## config.mk

```make
export PLATFORM = sky130hd
export DESIGN_NAME = pipe_hazard_ctrl
export DESIGN_NICKNAME = d
export VERILOG_FILES = /design/src/rtl/control_pkg.sv /design/src/rtl/hazard_perf_cnt.sv /design/src/rtl/pipe_hazard_ctrl.sv
export SDC_FILE = /design/constraint.sdc
export NUM_CORES = 1
export LEC_CHECK = 0
export CORE_MARGIN = 2
export CORE_UTILIZATION = 50
export CTS_CLUSTER_SIZE = 10
export DETAILED_ROUTE_END_ITERATION = 8
export PLACE_DENSITY = 0.78
export RECOVER_POWER = 50
export SYNTH_ARGS = -nofsm -noshare
export SYNTH_HDL_FRONTEND = slang
export SYNTH_HIERARCHICAL = 1
export SYNTH_SLANG_ARGS = --single-unit
```

## constraint.sdc

```tcl
create_clock -name clk -period 3.6 [get_ports clk]
set_input_delay 0.9 -clock clk [delete_from_list [all_inputs] [get_ports clk]]
set_output_delay 0.9 -clock clk [all_outputs]
set_load 0.05 [all_outputs]
```

## src/rtl/control_pkg.sv

```systemverilog
// control_pkg: shared types for the pipeline hazard / forwarding controller.
//   fwd_sel_e  - EX operand source select (register file, MEM-stage result,
//                WB-stage result)
//   inflight_t - one scoreboard slot describing an in-flight producer
//   src_hit()  - does a decode-stage source depend on a given slot
package control_pkg;

  localparam int RF_ADDR_W = 5;

  typedef enum logic [1:0] {
    FWD_RF  = 2'b00,
    FWD_MEM = 2'b01,
    FWD_WB  = 2'b10
  } fwd_sel_e;

  typedef struct packed {
    logic                 valid;
    logic [RF_ADDR_W-1:0] rd;
    logic                 wen;   // already excludes rd == x0
    logic                 load;
  } inflight_t;

  // x0 is hard-wired zero, so a read of x0 never depends on anything.
  function automatic logic src_hit(input logic                 use_src,
                                   input logic [RF_ADDR_W-1:0] idx,
                                   input inflight_t            slot);
    return use_src && (idx != '0) && slot.valid && slot.wen && (slot.rd == idx);
  endfunction

endpackage

```

## src/rtl/hazard_perf_cnt.sv

```systemverilog
// hazard_perf_cnt: saturating event counter.
// Ports:
//   clk  - rising-edge clock
//   rst  - asynchronous active-high reset, clears the count
//   inc  - count one event this cycle
//   clr  - synchronous clear, wins over inc
//   cnt  - current count, holds at all-ones
module hazard_perf_cnt #(
  parameter int CNT_WIDTH = 32
) (
  input  logic                 clk,
  input  logic                 rst,
  input  logic                 inc,
  input  logic                 clr,
  output logic [CNT_WIDTH-1:0] cnt
);

  logic [CNT_WIDTH-1:0] cnt_q;
  logic [CNT_WIDTH-1:0] cnt_d;

  // NOTE: every variable assigned in always_comb gets a default first, so no
  // path through the block can leave it unassigned and infer a latch.
  always_comb begin
    cnt_d = cnt_q;
    if (clr) begin
      cnt_d = '0;
    end else if (inc && !(&cnt_q)) begin
      cnt_d = cnt_q + 1'b1;
    end
  end

  // NOTE: sequential state uses non-blocking assignments so every flop samples
  // pre-edge values regardless of block ordering.
  always_ff @(posedge clk or posedge rst) begin
    if (rst) begin
      cnt_q <= '0;
    end else begin
      cnt_q <= cnt_d;
    end
  end

  assign cnt = cnt_q;

endmodule

```

## src/rtl/pipe_hazard_ctrl.sv

```systemverilog
// pipe_hazard_ctrl: hazard and forwarding controller for a five-stage pipeline.
// Tracks the destinations of the instructions in EX and MEM, raises stall /
// flush for the front end, and registers EX operand-forwarding selects.
// Ports:
//   clk, rst                 - clock, asynchronous active-high reset
//   D_*                      - the instruction currently in ID
//   ex_redirect              - taken branch/jump resolved in EX this cycle
//   cnt_clr                  - synchronous clear of the performance counters
//   stall_if, stall_id       - hold PC and IF/ID
//   flush_id, flush_ex       - bubble into IF/ID, ID/EX
//   fwd_a_sel, fwd_b_sel     - EX operand sources (fwd_sel_e encoding)
//   stall_cnt, flush_cnt,
//   fwd_cnt                  - saturating event counters
module pipe_hazard_ctrl
  import control_pkg::*;
#(
  parameter bit FWD_EN     = 1'b1,
  parameter int REG_ADDR_W = 5,
  parameter int CNT_WIDTH  = 32
) (
  input  logic                  clk,
  input  logic                  rst,
  input  logic                  D_valid,
  input  logic [REG_ADDR_W-1:0] D_rs1,
  input  logic [REG_ADDR_W-1:0] D_rs2,
  input  logic                  D_use_rs1,
  input  logic                  D_use_rs2,
  input  logic [REG_ADDR_W-1:0] D_rd,
  input  logic                  D_regwen,
  input  logic                  D_is_load,
  input  logic                  ex_redirect,
  input  logic                  cnt_clr,
  output logic                  stall_if,
  output logic                  stall_id,
  output logic                  flush_id,
  output logic                  flush_ex,
  output logic [1:0]            fwd_a_sel,
  output logic [1:0]            fwd_b_sel,
  output logic [CNT_WIDTH-1:0]  stall_cnt,
  output logic [CNT_WIDTH-1:0]  flush_cnt,
  output logic [CNT_WIDTH-1:0]  fwd_cnt
);

  if (REG_ADDR_W != RF_ADDR_W) begin : g_bad_width
    $error("pipe_hazard_ctrl: REG_ADDR_W must equal control_pkg::RF_ADDR_W");
  end

  // Only the EX and MEM slots are stored: the register file writes through in
  // the same cycle, so an instruction leaving MEM can no longer cause a hazard
  // and its slot would never be consulted.
  inflight_t ex_q, ex_d;
  inflight_t mem_q, mem_d;
  fwd_sel_e  fwd_a_q, fwd_a_d;
  fwd_sel_e  fwd_b_q, fwd_b_d;

  logic     hit_ex_a, hit_ex_b, hit_mem_a, hit_mem_b;
  logic     stall_raw, stall, bubble;
  fwd_sel_e sel_a, sel_b;

  assign hit_ex_a  = src_hit(D_use_rs1, D_rs1, ex_q);
  assign hit_ex_b  = src_hit(D_use_rs2, D_rs2, ex_q);
  assign hit_mem_a = src_hit(D_use_rs1, D_rs1, mem_q);
  assign hit_mem_b = src_hit(D_use_rs2, D_rs2, mem_q);

  always_comb begin
    stall_raw = 1'b0;
    sel_a     = FWD_RF;
    sel_b     = FWD_RF;
    if (FWD_EN) begin
      // Only a load in EX cannot be forwarded yet: its data exists in WB only.
      stall_raw = D_valid && ex_q.load && (hit_ex_a || hit_ex_b);
      // EX slot is the youngest producer, so it is checked first.
      if (hit_ex_a)       sel_a = FWD_MEM;
      else if (hit_mem_a) sel_a = FWD_WB;
      if (hit_ex_b)       sel_b = FWD_MEM;
      else if (hit_mem_b) sel_b = FWD_WB;
    end else begin
      stall_raw = D_valid && (hit_ex_a || hit_ex_b || hit_mem_a || hit_mem_b);
    end
  end

  // A redirect squashes the instruction in ID, so its hazard is irrelevant.
  assign stall  = stall_raw && !ex_redirect;
  assign bubble = ex_redirect || stall || !D_valid;

  always_comb begin
    mem_d   = ex_q;
    ex_d    = '0;
    fwd_a_d = FWD_RF;
    fwd_b_d = FWD_RF;
    if (!bubble) begin
      ex_d.valid = 1'b1;
      ex_d.rd    = D_rd;
      ex_d.wen   = D_regwen && (D_rd != '0);
      ex_d.load  = D_is_load;
      fwd_a_d    = sel_a;
      fwd_b_d    = sel_b;
    end
  end

  always_ff @(posedge clk or posedge rst) begin
    if (rst) begin
      ex_q    <= '0;
      mem_q   <= '0;
      fwd_a_q <= FWD_RF;
      fwd_b_q <= FWD_RF;
    end else begin
      ex_q    <= ex_d;
      mem_q   <= mem_d;
      fwd_a_q <= fwd_a_d;
      fwd_b_q <= fwd_b_d;
    end
  end

  // Control outputs are combinational, so they are gated by rst directly to
  // stay quiet for the whole reset pulse.
  assign stall_if  = stall && !rst;
  assign stall_id  = stall && !rst;
  assign flush_id  = ex_redirect && !rst;
  assign flush_ex  = (ex_redirect || stall) && !rst;
  assign fwd_a_sel = fwd_a_q;
  assign fwd_b_sel = fwd_b_q;

  logic fwd_inc;
  assign fwd_inc = !bubble && ((sel_a != FWD_RF) || (sel_b != FWD_RF));

  hazard_perf_cnt #(.CNT_WIDTH(CNT_WIDTH)) u_stall_cnt (
    .clk (clk), .rst (rst), .inc (stall),       .clr (cnt_clr), .cnt (stall_cnt)
  );

  hazard_perf_cnt #(.CNT_WIDTH(CNT_WIDTH)) u_flush_cnt (
    .clk (clk), .rst (rst), .inc (ex_redirect), .clr (cnt_clr), .cnt (flush_cnt)
  );

  hazard_perf_cnt #(.CNT_WIDTH(CNT_WIDTH)) u_fwd_cnt (
    .clk (clk), .rst (rst), .inc (fwd_inc),     .clr (cnt_clr), .cnt (fwd_cnt)
  );

endmodule

```

==> Yosys cells after proc, flatten, opt, wreduce, memory -nomap -nowiden <==
Cells that the tools add are included.
{ "totals": {"inputBits": 24, "output_inout_bits": 104, "word_cells": 79, "ff_bits": 115} }
{ "classes": {"n_eq_ne": 4, "add_sub_neg": 3, "mux": 13, "reduce_logical": 47} }
{ "ops": {"columns": ["cell", "n"], "rows": [
  ["2-to-1 mux 32 bit", 6],
  ["adder 32 x 1 -> 32 bit (second input constant)", 3],
  ["AND reduction 32 bit", 3],
  ["logical AND 1 bit", 25],
  ["equality test 5 bit", 4],
  ["nonzero test 5 bit", 3],
  ["2-to-1 mux 2 bit", 6],
  ["nonzero test 2 bit", 5],
  ["2-to-1 mux 8 bit", 1],
  ["zero test 1 bit", 7],
  ["logical OR 1 bit", 4]
]} }

==> Depth between registers and ports, before layout <==
{ "depth": {"word_depth": 15, "mapped_depth": 11, "depth_no_buf": 10} }

==> Cells and area by module <==
Netlist, hierarchy kept.
{ "by_module_without_submodules": {"columns": ["module", "seq_area_each_um2", "area_per_inst_um2", "cells_per_inst", "instances"], "rows": [
  ["hazard_perf_cnt", 800.8, 1840.5, 203, 3],
  ["pipe_hazard_ctrl", 475.5, 984.7, 85, 1]
]} }

==> Worst setup path after synthesis <==
Ideal clock, no wire load.
{ "synth_path": {"path_type": "input-to-output", "startpoint": "input D_rs1[3]", "endpoint": "output stall_if", "required_ns": 2.700, "path_buffers": 1, "arrival_time_ns": 3.242, "path_stages": 6, "setup_slack_ns": -0.542, "path_cell_list": "xnor2_1 -> nand4_1 -> nor4_1 -> o21ai_0 -> nor3_1 -> buf_4"} }
{ "synth_between": {"elab_chain_cells": 9, "elab_cells_between_ends": 10, "cone_classes": "1 x eq/ne; 9 x reduce/logical"} }
{ "synth_lines": {"columns": ["item", "line", "rtl"], "rows": [
  ["start: declaration", "pipe_hazard_ctrl.sv:24", "input logic [REG_ADDR_W-1:0] D_rs1,"],
  ["nonzero test 5 bit", "control_pkg.sv:27", "return use_src && (idx != '0) && slot.valid && slot.wen && (slot.rd == idx);"],
  ["logical AND 1 bit (3 in a row)", "control_pkg.sv:27", null],
  ["logical AND 1 bit (*)", "control_pkg.sv:27", null],
  ["logical OR 1 bit (*)", null, null],
  ["logical AND 1 bit (*)", "pipe_hazard_ctrl.sv:71", "stall_raw = D_valid && ex_q.load && (hit_ex_a || hit_ex_b);"],
  ["logical AND 1 bit (*)", "pipe_hazard_ctrl.sv:83", "assign stall = stall_raw && !ex_redirect;"],
  ["logical AND 1 bit (*)", null, null],
  ["end: declaration", "pipe_hazard_ctrl.sv:33", "output logic stall_if,"]
]} }
Every way passes the cells marked *; elsewhere a longest branch is shown, timed or not.

==> Worst setup path after layout <==
{ "layout_path": {"startpoint": "input D_rs2[4]", "endpoint": "output flush_ex"} }
{ "layout_between": {"elab_chain_cells": 10, "elab_cells_between_ends": 11, "cone_classes": "1 x eq/ne; 10 x reduce/logical"} }
{ "layout_lines": {"columns": ["item", "line", "rtl"], "rows": [
  ["start: declaration", "pipe_hazard_ctrl.sv:25", "input logic [REG_ADDR_W-1:0] D_rs2,"],
  ["nonzero test 5 bit", "control_pkg.sv:27", null],
  ["logical AND 1 bit (3 in a row)", "control_pkg.sv:27", null],
  ["logical AND 1 bit (*)", "control_pkg.sv:27", null],
  ["logical OR 1 bit (*)", null, null],
  ["logical AND 1 bit (*)", "pipe_hazard_ctrl.sv:71", null],
  ["logical AND 1 bit (*)", "pipe_hazard_ctrl.sv:83", null],
  ["logical OR 1 bit (*)", "pipe_hazard_ctrl.sv:120", "assign flush_ex = (ex_redirect || stall) && !rst;"],
  ["logical AND 1 bit (*)", "pipe_hazard_ctrl.sv:120", null],
  ["end: declaration", "pipe_hazard_ctrl.sv:36", "output logic flush_ex,"]
]} }
Marked as above.

==> results by group <==
Synth
  • Largest family of logic cells by synthesized area: simple AND/OR/NAND/NOR gates
  • EDFF count, synth: 0
  • FFs w/ async S/R, synth: 100.0%
  • Share of the synthesized area in the top cell type: 44.23%
  • Primary FF master, synth: dfrtp_1
  • Synth Register Bits: 115
  • Simple logic cell fraction of the synthesized area: 27.98%
  • Largest area contributor in the synthesized netlist: dfrtp_1
  • Netlist Area Pre-Place: 0.006506 mm2
  • Multiplexer area fraction after synthesis: 3.058%
  • Synth Area in Compound Gates: 14.19%
  • Adder-cell share of the synthesized area: 0.5769%
  • Synth Area in XOR/XNOR: 6.731%
  • Warnings from Yosys: 6
  • Dominant cells by area after synthesis: dfrtp_1, xnor2_1, nor2_1, a21oi_1, nand3_1
  • Average cell area after synthesis: 9.375 um2
  • Post-Syn Nets: 721
  • Cells after synthesis: 694
  • Distinct cells, synth: 53
  • Sequential share of the synthesized area: 44.23%

Critical path
  • Crit-path max cell delay: 0.58 ns
  • Worst EP required: 2.70 ns
  • Critical path capture point type: primary output
  • Critical Path Start Type: primary input
  • Critical-path top delay cell: or4_4
  • CP Class: in2out
  • Arr. time, crit path: 2.65 ns
  • CP max FO: 3
  • Crit-path cells: dlygate4sd2_1 > or4_4 > o211ai_4 > o22ai_4 > buf_4 > a41o_1 > buf_12

Outcome
  • Status: complete, but fails checks
  • Failing checks: max-capacitance violations, max-slew violations

Die
  • CORE AREA: 0.01267 mm2
  • Area of the die: 0.01394 mm2
  • FP Rows: 41
  • Chip height: 118.1 um
  • Num ports: 128
  • Initial Util: 51.35%
  • Die width: 118.1 um

Placement
  • Dpl cell area: 0.008270 mm2
  • Routability congestion estimate from global placement: 0.8614
  • PortBufs: 127
  • Placement Setup Slack: -0.3849 ns
  • Hpwl dp: 11.74 mm

Global route
  • Vias in the first global route: 6,216
  • Initial antenna violation count: 0
  • Pin count of the biggest net entering global routing: 86
  • Total global-route track usage: 26.13%
  • First-pass GRT wire length: 30.13 mm
  • Grt total ovfl: 0

Route
  • Vias: 6,346
  • Vias/cell: 6.027
  • DRC: 0
  • Post-route ant nets: 0
  • WL per Instance: 17.30 um
  • DRT Wirelength: 18.22 mm
  • Starting DRT DRC Count: 570
  • Detailed Routing Iterations Pass 1: 5

STA
  • Slew headroom: -18.30%
  • Final TNS setup: 0 ns
  • Fin. Hold Viols: 0
  • Pins Over Slew Limit: 99
  • Final setup margin: 0.05108 ns
  • Period utilization: 98.58%
  • Final Critical Period: 3.549 ns
  • Clock skew: 0.005616 ns
  • Tightest Pin Transition: 1.774 ns
  • Max Fclk: 0.2818 GHz
  • Final number of setup-violating endpoints: 0

Final layout
  • Footprint of the multi-input gates: 0.003571 mm2
  • Commonest non-fill, non-tap cell in the layout: dfrtp_1
  • Nets: 895
  • Area growth syn-to-layout: 39.50%
  • Most frequent cells in the layout: dfrtp_1, clkdlybuf4s50_1, nor2_1
  • Antenna cells: 0
  • Design Area, Final: 0.009076 mm2
  • Fill cells: 958
  • Final core occ: 71.63%
  • Register area: 0.002878 mm2
  • Layout cells sized above 1: 17.82%

Pwr
  • Switch Pwr: 0.7212 mW
  • Maximum vdd drop: 0.0002535 V
  • Lkg Pwr: 3.520 nW
  • Cell-internal power: 2.599 mW
  • PwrDens: 365.8 mW/mm2
  • Switching part of the total: 21.72%
  • Reg power frac: 39.6%
  • Gate power share: 5.5%
  • Power share of the clock group: 54.9%

Clock tree
  • H-tree levels: 4
  • Clock buffer depth: 2
  • CTS tree: built
  • Clock root buffer: clkbuf_16
  • CTS Buf Count: 17
  • Clk sinks: 115
  • Clock transition at the registers of the reported paths: 0.05 ns
  • Worst-Skew Late Latency: 0.41 ns

Job
  • Total of max-cap violations: 3

Min path
  • Type of the most critical hold path: reg2reg
[metal layers]
| layer | wire length (um) | vias to the layer above | track usage (%) |
|---|---|---|---|
| li1 | - | 2927 | - |
| met1 | 7764 | 3121 | 34.25 |
| met2 | 9045 | 256 | 42.70 |
| met3 | 1047 | 42 | 5.378 |
| met4 | 362 | 0 | 9.789 |
| met5 | 0 | - | 0 |
[worst max-delay path: cells and delay by family]
kind | cells | cell delay (ns)
buffers and inverters | 3 | 0.57
and+or+nand+nor | 1 | 0.58
AOI/OAI and AO/OA | 3 | 0.59
[state kept, by name, summed over array words and instances, names as in the netlist]
name             cells
u_flush_cnt/cnt     32
u_fwd_cnt/cnt       32
u_stall_cnt/cnt     32
ex_q                 8
mem_q                7
fwd_a_sel            2
fwd_b_sel            2
[logic make-up (layout without fill, tap and decap cells)]
kind of cell,after synthesis,count (layout)
AOI/OAI and AO/OA,134,134
xor gates and xnor gates,50,50
adders and majority gates,3,3
buffers and inverters,47,234
DFF,115,115
muxes,18,18
and+or+nand+nor,327,327
[final timing paths]
kind	to	start	slack [ns]	depth (start not counted)
max in group asynchronous	u_fwd_cnt/cnt[2]	rst	0.82	3
min in group asynchronous	fwd_a_sel[0]	rst	1.47	3
max	flush_ex	D_rs2[4]	0.05	7
min	mem_q[3]	ex_q[3]	0.45	0
min reg2reg	mem_q[3]	ex_q[3]	0.45	0
max reg2reg	u_stall_cnt/cnt[3]	ex_q[2]	0.42	13
[stage by stage]
step                      power, mW  hold slack (ns)  cells
after CTS                     3.332           0.4456   1051
after global placement        1.505           0.4299   1014
after floorplan               1.427           0.3942    694
after detailed placement      1.512           0.4352   1014
final                         3.320           0.4546   1053
after global routing          3.417           0.4745   1053
[power groups by stage]
| stage | clock (mW) | sequential, mW | combinational, mW |
|---|---|---|---|
| final | 1.82 | 1.31 | 0.184 |
| after floorplan | 0 | 1.34 | 0.0858 |
| after detailed placement | 0 | 1.34 | 0.176 |
| after global placement | 0 | 1.34 | 0.170 |
| after global routing | 1.90 | 1.32 | 0.201 |
| after CTS | 1.84 | 1.31 | 0.183 |
[timing repair]
action | 4_1_cts | 5_1_grt
resized for setup | 23 | 17
pin swaps | 12 | 4
setup endpoints to repair | 5 | 27
setup buffers | 5 | 2
hold buffers | 0 | 0
cloned | 0 | 0
[layout make-up]
type,instances,area share [%]
clock buffer,22,5.335
clock inverter,10,1.682
timing repair buffer,183,18.78
inverter,19,0.7858
tap,172,2.371
sequential,115,31.71
multi-input combinational,532,39.34
[synthesized netlist by cell type (all sizes together) (12+ instances only)]
master	count
a21oi	46
and3	12
clkbuf	21
dfrtp	115
inv	19
mux2	15
nand2	36
nand3	44
nand4	31
nor2	73
nor2b	20
nor3	14
nor4	25
o21ai	34
or3	34
xnor2	34
xor2	16
(Power assumes the default switching activity.)
==> RTL edit 1, RTL diff (config.mk and constraints unchanged) <==
Set the parameter `FWD_EN` to 1'b0 (it was 1'b1).
--- a/src/rtl/pipe_hazard_ctrl.sv
+++ b/src/rtl/pipe_hazard_ctrl.sv
@@ -15,5 +15,5 @@
   import control_pkg::*;
 #(
-  parameter bit FWD_EN     = 1'b1,
+  parameter bit FWD_EN     = 1'b0,
   parameter int REG_ADDR_W = 5,
   parameter int CNT_WIDTH  = 32
Check against the original RTL: not equivalent (a bounded check fails within 4 cycles, from zero or initial values and one cycle with rst high).
==> RTL edit 1 against the original RTL <==
The run still ends with capacitance limit, slew limit left; synthesized cell count decreased by 1.9%; highest routed layer unchanged; total power decreased by 28%; global-route usage decreased by 2.4 points; sequential cell count decreased by 5; wire length decreased by 13%; synthesized area decreased by 3.1%; cell area decreased by 11%; worst setup slack got worse by 2.8 ps.
==> RTL edit 1: results (changes against the original RTL) <==
* Status: complete, but fails checks
* Failing checks: capacitance limit, slew limit
* R2R depth at 5 (-8)
* WHS Endpoint: mem_q[1]$_DFF_PP0_
* End of the worst register-to-register path: u_flush_cnt/cnt[29]$_DFFE_PP0P_
* VDD IR-drop max at 223.2 uV (-12%)
* Post-route ant nets at 0 (unchanged)
* Port bufs at 122 (-3.9%)
* Final nets at 838 (-6.4%)
* Total Routed Length at 15.94 mm (-13%)
* Skew-Pair Late Insertion Delay at 350 ps (-60 ps)
* Routed len/inst at 16.16 um (-6.6%)
* Placer Congestion at 0.9083 (+5.4%)
* GRT Total Usage at 23.69% (-2.4 points)
* CTS HTree Levels at 3 (-1)
* Startpoint of the worst-slack reg-to-reg timing path: u_flush_cnt/cnt[19]$_DFFE_PP0P_
* Sw Pwr at 567.2 uW (-21%)
* DR vias at 5,793 (-8.7%)
* Fin Clk Skew at 4.983 ps (-0.6334 ps)
* DR iter-0 viols at 364 (-36%)
* Vias in the first global route at 5,485 (-12%)
* Worst hold margin at 415.6 ps (-38.97 ps)
* Max Slew Vio Count at 99 (unchanged)
* Largest net degree at the start of global routing at 75 (-13%)
* Layout cells sized above 1 at 10.69% (-7.1 points)
* Hold wc startpoint: ex_q[1]$_DFF_PP0_
* Top post-synthesis cells by area: dfrtp_1, xnor2_1, nor2_1
* Placed insts at 972 (-4.1%)
* Number of fill cells at 1,061 (+11%)
* Leakage power at 3.057 nW (-13%)
* Slew HR at -18.02% (+0.27 points)
* Synth top cells by count: dfrtp_1, nor2_1, nand3_1
* Hpwl dp at 11.36 mm (-3.2%)
* First-pass iteration count of the detailed router at 7 (+2)
* Max Cap Viol at 3 (unchanged)
* Reg2reg setup slack at 980 ps (+560 ps)
* Global-route wire length before repair at 25.74 mm (-15%)
* # diodes at 0 (unchanged)
* CTS buffer count at 9 (-8)
* Mean Syn Cell Area at 9.262 um^2 (-1.2%)
* Synth unique cells at 50 (-5.7%)
==> RTL edit 1: critical path, cell delays in order <==
cell and delay, ps:
clkdlybuf4s50_1 470, or4_1 410, o21a_1 230, a32oi_4 230
buf_6 150, o21bai_1 70, buf_4 190
==> RTL edit 1: what timing repair did <==
action | in CTS | in global routing
buffers inserted | 0 | 0
gates resized for setup | 6 | 5
endpoints found under the setup margin | 3 | 3
pin swaps | 1 | 6
==> RTL edit 1: metal layers <==
layer | global-route usage [%] | up-vias | share of wire, %
met5 | 0 | - | 0
met1 | 31.25 | 2830 | 43
met3 | 3.477 | 30 | 4.8
met2 | 39.15 | 181 | 50
li1 | - | 2752 | -
met4 | 10.08 | 0 | 2.2
==> RTL edit 1: cells by family (layout without fill, tap and decap cells) <==
kind of cell,Yosys count,count (layout),share of synthesized area (%)
muxes,18,18,3.154
adders and majority gates,3,3,0.5952
DFF,110,110,43.64
and+or+nand+nor,319,319,27.71
other,1,5,0.05945
buffers and inverters,51,180,3.809
xor gates and xnor gates,50,50,6.943
AOI/OAI and AO/OA,129,129,14.08
==> RTL edit 1: power by group through the flow <==
stage	Clock, mW	Combinational (mW)	Sequential [mW]
final	0.955	0.181	1.26
after global routing	1.03	0.199	1.26
after CTS	0.977	0.186	1.26
after detailed placement	0	0.185	1.28
after global placement	0	0.180	1.28
after floorplan	0	0.102	1.30
==> RTL edit 1: per-stage QoR <==
step	area, um^2	util, %	power (mW)	worst slack [ps]
floorplan	6327	-	1.399	111.1
global placement	7782	62.43	1.462	-17.61
detailed placement	7782	62.43	1.469	-102.1
CTS	8083	64.84	2.423	-4.688
global route	8064	64.69	2.488	1.873
finish	8064	64.69	2.395	48.26
==> RTL edit 1: final cells by class <==
class                   instances  area, um^2  area share, %
clock buffers                  13       270.3          3.351
repair buffers                147        1396          17.32
multi-input cells             524        3353          41.58
flip-flops and latches        110        2753          34.14
clock inverters                 1       5.005        0.06206
well taps                     172       215.2          2.669
inverters                      19       71.32         0.8844
==> RTL edit 1: worst max path at each step <==
stage,slack [ps],endpoint,depth (start not counted),from
after floorplan,110,stall_if,6,D_rs2[1]
after global placement,-20,flush_ex,7,D_rs1[2]
after detailed placement,-100,stall_if,8,D_rs2[1]
after CTS,-5,flush_ex,7,D_rs1[3]
after global routing,2,stall_if,8,D_rs2[3]
final,50,flush_ex,7,D_rs1[4]
==> RTL edit 2, RTL diff (same flow settings) <==
Without the edit above. Register the output `flush_cnt`, with the module's reset; this adds one clock of latency there. The other outputs are not delayed to match.
--- a/src/rtl/pipe_hazard_ctrl.sv
+++ b/src/rtl/pipe_hazard_ctrl.sv
@@ -41,4 +41,6 @@
   output logic [CNT_WIDTH-1:0]  fwd_cnt
 );
+
+  logic [CNT_WIDTH-1:0] flush_cnt_d;
 
   if (REG_ADDR_W != RF_ADDR_W) begin : g_bad_width
@@ -130,5 +132,5 @@
 
   hazard_perf_cnt #(.CNT_WIDTH(CNT_WIDTH)) u_flush_cnt (
-    .clk (clk), .rst (rst), .inc (ex_redirect), .clr (cnt_clr), .cnt (flush_cnt)
+    .clk (clk), .rst (rst), .inc (ex_redirect), .clr (cnt_clr), .cnt (flush_cnt_d)
   );
 
@@ -137,4 +139,12 @@
   );
 
+  always_ff @(posedge clk or posedge rst) begin
+    if (rst) begin
+      flush_cnt <= '0;
+    end else begin
+      flush_cnt <= flush_cnt_d;
+    end
+  end
+
 endmodule
 
Behaviour: not the same (a bounded check fails within 4 cycles, from zero or initial values and one cycle with rst high).
==> RTL edit 2 against the original RTL <==
The flow still finishes with violations (capacitance limit, slew limit); synthesized area up 12%; utilization down 4.0 points; non-clock buffer count up 5; sequential share of layout area up 6.0 points; wire length up 2.3%; cell area up 7.4%; combinational power down 8%; clock skew up 5.3 ps; worst setup slack worse by 22 ps; total power up 5.2%; maximum frequency down 0.61%; sequential cell count up 32; final cell count up 4.1%; highest routed layer unchanged.
==> RTL edit 2: results (changes against the original RTL) <==
* Synth top cells by count: dfrtp_1, nor2_1, a21oi_1
* Skew-Pair Late Insertion Delay at 430 ps (+20 ps)
* Seq/Total Area, Yosys at 50.36% (+6.1 points)
* R2R depth at 12 (-1)
* Max Slew Vio Count at 99 (unchanged)
* End of the worst register-to-register path: u_stall_cnt/cnt[18]$_DFFE_PP0P_
* DR iter-0 viols at 415 (-27%)
* Hpwl dp at 12.49 mm (+6.4%)
* Mapped Cells at 722 (+4.0%)
* Placer Congestion at 0.8208 (-4.7%)
* Top post-synthesis cells by area: dfrtp_1, xnor2_1, nor2_1
* Worst hold margin at 383.4 ps (-71.18 ps)
* Hold wc startpoint: ex_q[7]$_DFF_PP0_
* Slew HR at -18.88% (-0.58 points)
* Pre-CTS WS at -342.5 ps (+42.40 ps)
* Global-route wire length before repair at 30.94 mm (+2.7%)
* Synth unique cells at 50 (-5.7%)
* WHS Endpoint: mem_q[7]$_DFF_PP0_
* Number of fill cells at 1,107 (+16%)
* Total Routed Length at 18.63 mm (+2.3%)
* DR vias at 6,455 (+1.7%)
* VDD IR-drop max at 289.3 uV (+14%)
* Fin Clk Skew at 10.95 ps (+5.336 ps)
* First-pass iteration count of the detailed router at 6 (+1)
* Leakage power at 3.913 nW (+11%)
* Placed insts at 1,054 (+3.9%)
* GRT Total Usage at 24.23% (-1.9 points)
* Failing checks: capacitance limit, slew limit
* Status: complete, but fails checks
* Syn nets at 749 (+3.9%)
* Switching share of power at 23.35% (+1.6 points)
* Layout cells sized above 1 at 17.11% (-0.72 points)
* Startpoint of the worst-slack reg-to-reg timing path: ex_q[4]$_DFF_PP0_
* Max Cap Viol at 3 (unchanged)
-- RTL edit 2: power groups by stage --
stage	sequential (mW)	combinational, mW	clock [mW]
finish	1.67	0.170	1.65
global route	1.67	0.188	1.75
CTS	1.67	0.175	1.68
detailed placement	1.70	0.175	0
global placement	1.70	0.168	0
floorplan	1.71	0.0880	0
-- RTL edit 2: worst max-delay path: stages --
cell and delay [ps]:
clkdlybuf4s15_1 220, or4_1 550, o21ai_2 190, nor4_2 80, o21a_1 220, buf_6 130
a31o_4 240, buf_12 140
-- RTL edit 2: worst max path at each step --
stage	startpoint	to	slack [ps]	cells after the start
after floorplan	D_rs1[3]	u_fwd_cnt/cnt[12]$_DFFE_PP0P_	60	11
after global placement	D_rs1[3]	u_stall_cnt/cnt[12]$_DFFE_PP0P_	-320	15
after detailed placement	D_rs1[3]	u_stall_cnt/cnt[18]$_DFFE_PP0P_	-340	14
after CTS	D_rs1[0]	flush_ex	3	8
after global routing	D_rs1[0]	flush_ex	-40	8
final	D_rs1[0]	flush_ex	30	8
-- RTL edit 2: kinds of logic after synthesis --
kind of cell    share of synthesized area, %
fa+ha+maj                             0.5139
buf+inv                                3.083
xor+xnor                               5.995
flops                                  50.36
mux                                    2.724
compound gates                         11.85
simple gates                           25.47
-- RTL edit 2: layout make-up --
| cell class | count | area share (%) |
|---|---|---|
| flip-flops and latches | 147 | 37.74 |
| multi-input cells | 526 | 35.80 |
| repair buffers | 188 | 17.79 |
| clock buffers | 20 | 4.480 |
| well taps | 184 | 2.362 |
| clock inverters | 12 | 1.104 |
| inverters | 19 | 0.7316 |
-- RTL edit 2: layer usage --
layer	up-vias	track usage, %	part of all wire [%]
met1	3184	30.73	43
met2	229	39.86	50
met4	0	9.935	2.5
met3	36	6.057	5.4
met5	-	0	0
li1	3006	-	-
-- RTL edit 2: what timing repair did --
item / CTS / global route
hold buffers: 0 / 0
setup endpoints to repair: 3 / 18
pin swaps: 7 / 9
gates cloned: 0 / 0
gates resized for setup: 19 / 18
setup buffers: 8 / 2
-- RTL edit 2: metrics by stage --
step                total power [mW]  util, %  setup TNS (ps)  instance area [um^2]
floorplan                      1.798        -               0                  7316
global placement               1.871    62.98           -9626                  9084
detailed placement             1.879    62.98          -12100                  9084
CTS                            3.527    67.31               0                  9708
global route                   3.611    67.58          -83.90                  9748
finish                         3.492    67.58               0                  9748
